### src/rtl/agc_stim_sequencer.sv
// agc_stim_sequencer: divides SIM_CLK down to the AGC master CLOCK and drives
// NCH independently timed stimulus lines (delay / width / period / idle
// polarity). A run is bounded by RUN_LEN or stopped early by abort.
module agc_stim_sequencer #(
  parameter int NCH      = 8,
  parameter int CNT_W    = 32,
  parameter int CLK_HALF = 12,
  parameter int CHS_W    = 5
) (
  input  logic             SIM_CLK,
  input  logic             SIM_RST,
  input  logic             clk_en,
  input  logic             cfg_we,
  input  logic [CHS_W-1:0] cfg_ch,
  input  logic [2:0]       cfg_sel,
  input  logic [CNT_W-1:0] cfg_data,
  input  logic             start,
  input  logic             abort,
  output logic             CLOCK,
  output logic [NCH-1:0]   stim,
  output logic             busy,
  output logic             done,
  output logic             cfg_err
);

  // Channel states
  // state     | meaning
  // CH_IDLE   | no run in progress or channel off; line at POL
  // CH_WAIT   | counting DELAY before the first active edge
  // CH_ACTIVE | line at ~POL, counting WIDTH
  // CH_HOLD   | periodic gap, counting PERIOD-WIDTH
  // CH_DONE   | one-shot finished; line at POL until the run ends
  typedef enum logic [2:0] {
    CH_IDLE   = 3'd0,
    CH_WAIT   = 3'd1,
    CH_ACTIVE = 3'd2,
    CH_HOLD   = 3'd3,
    CH_DONE   = 3'd4
  } ch_state_e;

  localparam int               DIV_W    = (CLK_HALF > 1) ? $clog2(CLK_HALF) : 1;
  localparam logic [DIV_W-1:0] DIV_LAST = DIV_W'(CLK_HALF - 1);
  localparam logic [DIV_W-1:0] DIV_ONE  = DIV_W'(1);
  localparam logic [CNT_W-1:0] ONE      = CNT_W'(1);

  localparam logic [2:0] SEL_DELAY  = 3'd0;
  localparam logic [2:0] SEL_WIDTH  = 3'd1;
  localparam logic [2:0] SEL_PERIOD = 3'd2;
  localparam logic [2:0] SEL_MODE   = 3'd3;
  localparam logic [2:0] SEL_POL    = 3'd4;
  localparam logic [2:0] SEL_RUN    = 3'd5;

  logic [CNT_W-1:0] delay_q  [NCH];
  logic [CNT_W-1:0] width_q  [NCH];
  logic [CNT_W-1:0] period_q [NCH];
  logic [1:0]       mode_q   [NCH];
  logic [NCH-1:0]   pol_q, pol_d;
  logic [CNT_W-1:0] run_len_q;
  logic             cfg_err_q;

  logic [DIV_W-1:0] div_q;
  logic             clock_q;

  ch_state_e        st_q  [NCH];
  ch_state_e        st_d  [NCH];
  logic [CNT_W-1:0] cnt_q [NCH];
  logic [CNT_W-1:0] cnt_d [NCH];
  logic [CNT_W-1:0] timer_q, timer_d, timer_inc;
  logic             busy_q, busy_d, done_q, done_d;
  logic [NCH-1:0]   stim_q, stim_d;

  logic sel_ok, ch_ok, wr_ok, run_end;

  // RUN_LEN is global, so the channel index only matters for per-channel fields.
  assign sel_ok = (cfg_sel <= SEL_RUN);
  assign ch_ok  = (cfg_sel == SEL_RUN) || (32'(cfg_ch) < 32'(NCH));
  assign wr_ok  = cfg_we && !busy_q && !start && sel_ok && ch_ok;

  assign timer_inc = (timer_q == '1) ? timer_q : timer_q + ONE;
  assign run_end   = busy_q && (run_len_q != '0) && (timer_inc == run_len_q);

  // Next POL is needed by the stim register so a POL write shows up on the same edge.
  always_comb begin
    pol_d = pol_q;
    for (int i = 0; i < NCH; i++) begin
      if (wr_ok && cfg_sel == SEL_POL && cfg_ch == CHS_W'(i)) pol_d[i] = cfg_data[0];
    end
  end

  // Configuration register file and write-rejection flag.
  always_ff @(posedge SIM_CLK) begin
    if (SIM_RST) begin
      for (int i = 0; i < NCH; i++) begin
        delay_q[i]  <= '0;
        width_q[i]  <= '0;
        period_q[i] <= '0;
        mode_q[i]   <= 2'd0;
      end
      pol_q     <= '0;
      run_len_q <= '0;
      cfg_err_q <= 1'b0;
    end else begin
      cfg_err_q <= cfg_we && !wr_ok;
      pol_q     <= pol_d;
      if (wr_ok && cfg_sel == SEL_RUN) run_len_q <= cfg_data;
      for (int i = 0; i < NCH; i++) begin
        if (wr_ok && cfg_ch == CHS_W'(i)) begin
          case (cfg_sel)
            SEL_DELAY:  delay_q[i]  <= cfg_data;
            SEL_WIDTH:  width_q[i]  <= cfg_data;
            SEL_PERIOD: period_q[i] <= cfg_data;
            SEL_MODE:   mode_q[i]   <= cfg_data[1:0];
            default:    ;
          endcase
        end
      end
    end
  end

  // CLOCK divider; clk_en freezes both the count and the output level.
  always_ff @(posedge SIM_CLK) begin
    if (SIM_RST) begin
      div_q   <= '0;
      clock_q <= 1'b0;
    end else if (clk_en) begin
      if (div_q == DIV_LAST) begin
        div_q   <= '0;
        clock_q <= ~clock_q;
      end else begin
        div_q <= div_q + DIV_ONE;
      end
    end
  end

  // Run control and per-channel next state; abort has priority over run end.
  always_comb begin
    busy_d  = busy_q;
    done_d  = 1'b0;
    timer_d = timer_q;
    st_d    = st_q;
    cnt_d   = cnt_q;
    if (!busy_q) begin
      if (start) begin
        busy_d  = 1'b1;
        timer_d = '0;
        for (int i = 0; i < NCH; i++) begin
          if (mode_q[i] == 2'd1 || mode_q[i] == 2'd2) begin
            st_d[i]  = CH_WAIT;
            cnt_d[i] = delay_q[i];
          end
        end
      end
    end else if (abort || run_end) begin
      busy_d = 1'b0;
      done_d = !abort;
      for (int i = 0; i < NCH; i++) st_d[i] = CH_IDLE;
    end else begin
      timer_d = timer_inc;
      for (int i = 0; i < NCH; i++) begin
        case (st_q[i])
          CH_WAIT: begin
            if (cnt_q[i] == '0) begin
              if (width_q[i] != '0) begin
                st_d[i]  = CH_ACTIVE;
                cnt_d[i] = width_q[i] - ONE;
              end else if (mode_q[i] == 2'd2) begin
                st_d[i] = CH_HOLD;
              end else begin
                st_d[i] = CH_DONE;
              end
            end else begin
              cnt_d[i] = cnt_q[i] - ONE;
            end
          end
          CH_ACTIVE: begin
            if (cnt_q[i] == '0) begin
              // A period no longer than the width leaves no gap: stay active.
              if (mode_q[i] != 2'd2) begin
                st_d[i] = CH_DONE;
              end else if (period_q[i] > width_q[i]) begin
                st_d[i]  = CH_HOLD;
                cnt_d[i] = period_q[i] - width_q[i] - ONE;
              end
            end else begin
              cnt_d[i] = cnt_q[i] - ONE;
            end
          end
          CH_HOLD: begin
            // Zero-width periodic channels park here for the rest of the run.
            if (width_q[i] != '0) begin
              if (cnt_q[i] == '0) begin
                st_d[i]  = CH_ACTIVE;
                cnt_d[i] = width_q[i] - ONE;
              end else begin
                cnt_d[i] = cnt_q[i] - ONE;
              end
            end
          end
          default: ;
        endcase
      end
    end
    for (int i = 0; i < NCH; i++) begin
      stim_d[i] = (st_d[i] == CH_ACTIVE) ? ~pol_d[i] : pol_d[i];
    end
  end

  // Run/channel state registers with registered outputs.
  always_ff @(posedge SIM_CLK) begin
    if (SIM_RST) begin
      busy_q  <= 1'b0;
      done_q  <= 1'b0;
      timer_q <= '0;
      stim_q  <= '0;
      for (int i = 0; i < NCH; i++) begin
        st_q[i]  <= CH_IDLE;
        cnt_q[i] <= '0;
      end
    end else begin
      busy_q  <= busy_d;
      done_q  <= done_d;
      timer_q <= timer_d;
      stim_q  <= stim_d;
      st_q    <= st_d;
      cnt_q   <= cnt_d;
    end
  end

  assign CLOCK   = clock_q;
  assign stim    = stim_q;
  assign busy    = busy_q;
  assign done    = done_q;
  assign cfg_err = cfg_err_q;

endmodule

### config.mk
export PLATFORM = sky130hd
export DESIGN_NAME = agc_stim_sequencer
export DESIGN_NICKNAME = d
export VERILOG_FILES = /design/src/rtl/agc_stim_sequencer.sv
export SDC_FILE = /design/constraint.sdc
export NUM_CORES = 2
export LEC_CHECK = 0
export ABC_AREA = 0
export ABC_CLOCK_PERIOD_IN_PS = 5260
export CORE_ASPECT_RATIO = 1.1
export CORE_MARGIN = 1.5
export CORE_UTILIZATION = 65
export CTS_CLUSTER_SIZE = 20
export DETAILED_ROUTE_END_ITERATION = 6
export HOLD_SLACK_MARGIN = 0.12
export PLACE_DENSITY = 0.8
export SKIP_LAST_GASP = 1
export SLEW_MARGIN = 30
export SYNTH_ARGS = -nofsm -noshare
export SYNTH_HDL_FRONTEND = slang
export SYNTH_SLANG_ARGS = --single-unit
### constraint.sdc
create_clock -name SIM_CLK -period 5.26 [get_ports SIM_CLK]
set_input_delay 0.526 -clock SIM_CLK [delete_from_list [all_inputs] [get_ports SIM_CLK]]
set_output_delay 0.526 -clock SIM_CLK [all_outputs]
set_load 0.02 [all_outputs]
==> impl_metrics.tcl <==
set metrics [dict create \
    drc 0 \
    cts.clk_slew.worst_paths_ns 0.07 \
    synth_nets 8614 \
    p_leak_nw 29.26 \
    nFillCells 8694 \
    ant_nets 0 \
    slew_viol_final 0 \
    postSynthAreaPerCell_um2 8.781 \
    syn_inst 8270 \
    status "finished clean" \
    die_w_um 321.7 \
    relSlewSlack_pct 35.31 \
    min_period_ns 4.753 \
    wire_per_inst_um 23.60 \
    required_ns 5.89 \
    die_y_um 353.6 \
    cts_setup_buffers 0 \
    via_count 64900 \
    ff2ff_path_depth 13 \
    viasPerCell 6.638 \
    finalSetupViolCount 0 \
    ys_types 107 \
    ctsLongestPathBuffers 3 \
    antenna_found_initial 10 \
    cts-resized-gates 0 \
    timing.fmax_mhz 210.4 \
    hold_violations 0 \
    portBuffers 57 \
    ys_warn_count 0 \
    worst_ir_drop_vdd_v 0.0002857 \
    critPathArrivalTime_ns 5.38 \
    setup.worst_path.start "timer_q[0]" \
    final_util_pct 71.10 \
    clock_latency_ns 0.76 \
    r2r_end "cnt_q[78]" \
    grt_max_degree 141 \
    cts-root-buf "clkbuf_16" \
    grt_first_pass_wirelength_um 350900 \
    rows 128 \
    ys.flop_type "edfxtp_1" \
    ios 58 \
    crit_path_max_fanout 32 \
    crit_chain "ha_1, and3_1, nand4_1, a211oi_1, a31oi_1, o31ai_1, nor4_2, nand4_4, nand2_4, o32ai_4, buf_4, o21ai_0, a32o_1" \
    grt_usage_pct 39.59 \
    max_stage_delay_ns 0.67 \
    drt_wl_total_um 230800 \
    synth_async_sr_flop_share_pct 0 \
    dpl_worst_slack_ns 0.6907 \
    initial_core_util_pct 65.52 \
    hold_path_class "input pin to register" \
    drt_first_pass_iters 6 \
    seq_area_frac_synth_pct 42.56 \
    worstMarginPinSlew_ns 0.9582 \
    syn_to_final_growth_pct 8.510 \
    rrSetupSlack_ns 0.51 \
    criticalPathCategory "register to register" \
    worst_slack_ns 0.5068 \
    postCtsHoldBufs 0 \
    clock_sinks 1152 \
    layout.nets 8513 \
    syn_area_um2 72620 \
    dp_hpwl_um 157800 \
    drt_iter0_drc 7970 \
    grt_overflow 0 \
    crit_end "cnt_q[78]" \
    fin_skew_ns 0.02705 \
    finalWeightedCongestion 0.9922 \
    timing.rr.start "timer_q[0]" \
    crit_path_top_delay_cell "o32ai_4" \
    core_area_um2 110800 \
    final_cell_area_um2 78800 \
    synth_seq_cells 1152 \
    cts_buffers 118 \
    dieArea_um2 113700 \
    htree_levels 3 \
    place_area_um2 74730 \
    cp-start-kind "register" \
    rsz0062_at_grt "false" \
    grt_pass1_vias 61000 \
    cellPowerDensity_nw_per_um2 307.0 \
    drive_gt1_share_pct 6.007 \
    maxCapViolCount 0 \
    synth_edf_count 784 \
    period_share_pct 90.36 \
    finalSetupTns_ns 0 \
    cts_tree "yes" \
    critPathCaptureType "register" \
]
==> registers in the layout, summed over array words and instances (netlist names), 16 cells and up <==
name,cells
mode_q,16
timer_q,32
cnt_q,256
st_q,24
delay_q,256
run_len_q,32
width_q,256
period_q,256
==> power by group <==
| group | total (mW) | switching, mW | internal, mW |
|---|---|---|---|
| logic | 4.83 | 3.08 | 1.75 |
| clock network | 8.85 | 3.78 | 5.06 |
| registers | 10.5 | 0.378 | 10.1 |
| total | 24.2 | 7.24 | 17.0 |
==> critical path, delay by kind of cell (launching register included) <==
family / cells / cell delay, ns
AO/OA/AOI/OAI: 6 / 2.15
adder cells (fa/ha/maj): 1 / 0.42
buffers and inverters: 1 / 0.41
flip-flops: 1 / 0.43
AND/OR/NAND/NOR: 5 / 1.21
==> stage by stage <==
step                hold slack (ns)  power (mW)  cells
floorplan                    0.4399       14.02   8270
global placement             0.4473       15.23   9544
detailed placement           0.4571       15.34   9544
CTS                          0.2969       24.06   9769
global route                 0.3483       24.99   9771
finish                       0.3406       24.19   9777
==> worst min path at each step <==
stage,startpoint,endpoint,cells past startpoint
floorplan,cnt_q[26],cnt_q[26],2
global placement,cnt_q[26],cnt_q[26],2
detailed placement,cnt_q[26],cnt_q[26],2
CTS,SIM_RST,st_q[10],2
global route,SIM_RST,cnt_q[175],2
finish,SIM_RST,cnt_q[142],2
==> cells by family (layout without fill, tap and decap cells) <==
family,after synthesis,after routing,share of synthesized area [%]
and+or+nand+nor,3072,3072,19.61
AOI/OAI and AO/OA,2176,2176,19.39
DFF,1152,1152,42.56
buffers and inverters,884,888,4.762
xor gates and xnor gates,599,599,7.224
adders and majority gates,298,298,5.217
muxes,89,89,1.237
other,0,8,0
==> synth_stat cells (197+ instances only) <==
library cell,instances,share of area (%)
o21ai_0,437,3.0
clkbuf_1,372,1.9
xnor2_1,431,5.2
edfxtp_1,784,32
nor3_1,276,1.9
nor2_1,1242,6.4
inv_1,446,2.3
nand2_1,675,3.5
dfxtp_1,368,10
a211oi_1,197,2.0
a21oi_1,658,4.5
ha_1,290,5.0
==> layer usage <==
layer / vias up / wire, um / GRT usage [%]
li1: 29800 / - / -
met1: 30860 / 89050 / 51.96
met2: 3542 / 102700 / 61.45
met3: 695 / 25100 / 7.882
met4: 8 / 13830 / 22.10
met5: - / 55 / 0
==> cells in the final DEF, fill, tap and decap left out, types with 40 or more instances in the layout <==
master / netlist / routed
a21oi_1: 658 / 658
a21o_1: 134 / 134
ha_1: 290 / 290
o21a_1: 46 / 46
inv_1: 446 / 446
nor2_1: 1242 / 1236
xnor2_1: 431 / 431
nor4_1: 116 / 116
nand2b_1: 54 / 54
or4_1: 59 / 59
o31ai_1: 58 / 58
and3_1: 47 / 47
nand2_1: 675 / 655
a31oi_1: 85 / 85
or2_2: 40 / 40
nand3_1: 172 / 172
xor2_1: 168 / 168
mux2i_1: 83 / 83
o211ai_1: 122 / 122
clkdlybuf4s50_1: 0 / 56
a211oi_1: 197 / 197
nor2b_1: 71 / 71
or3_1: 82 / 82
edfxtp_1: 784 / 784
o21bai_1: 48 / 48
nor3_1: 276 / 274
clkbuf_16: 0 / 123
o21ai_0: 437 / 437
buf_4: 5 / 153
nand4_1: 89 / 89
dfxtp_1: 368 / 367
==> area by class of cell <==
class                   instances  area (um^2)  area share [%]
diodes                          8        20.02         0.02541
clock buffers                 162         3354           4.257
clock inverters                63        686.9          0.8717
inverters                     448         1694           2.150
multi-input cells            6234        38430           48.78
flip-flops and latches       1152        30910           39.23
well taps                    1495         1871           2.374
repair buffers                215         1824           2.315
Power figures use the tool's default switching activity.
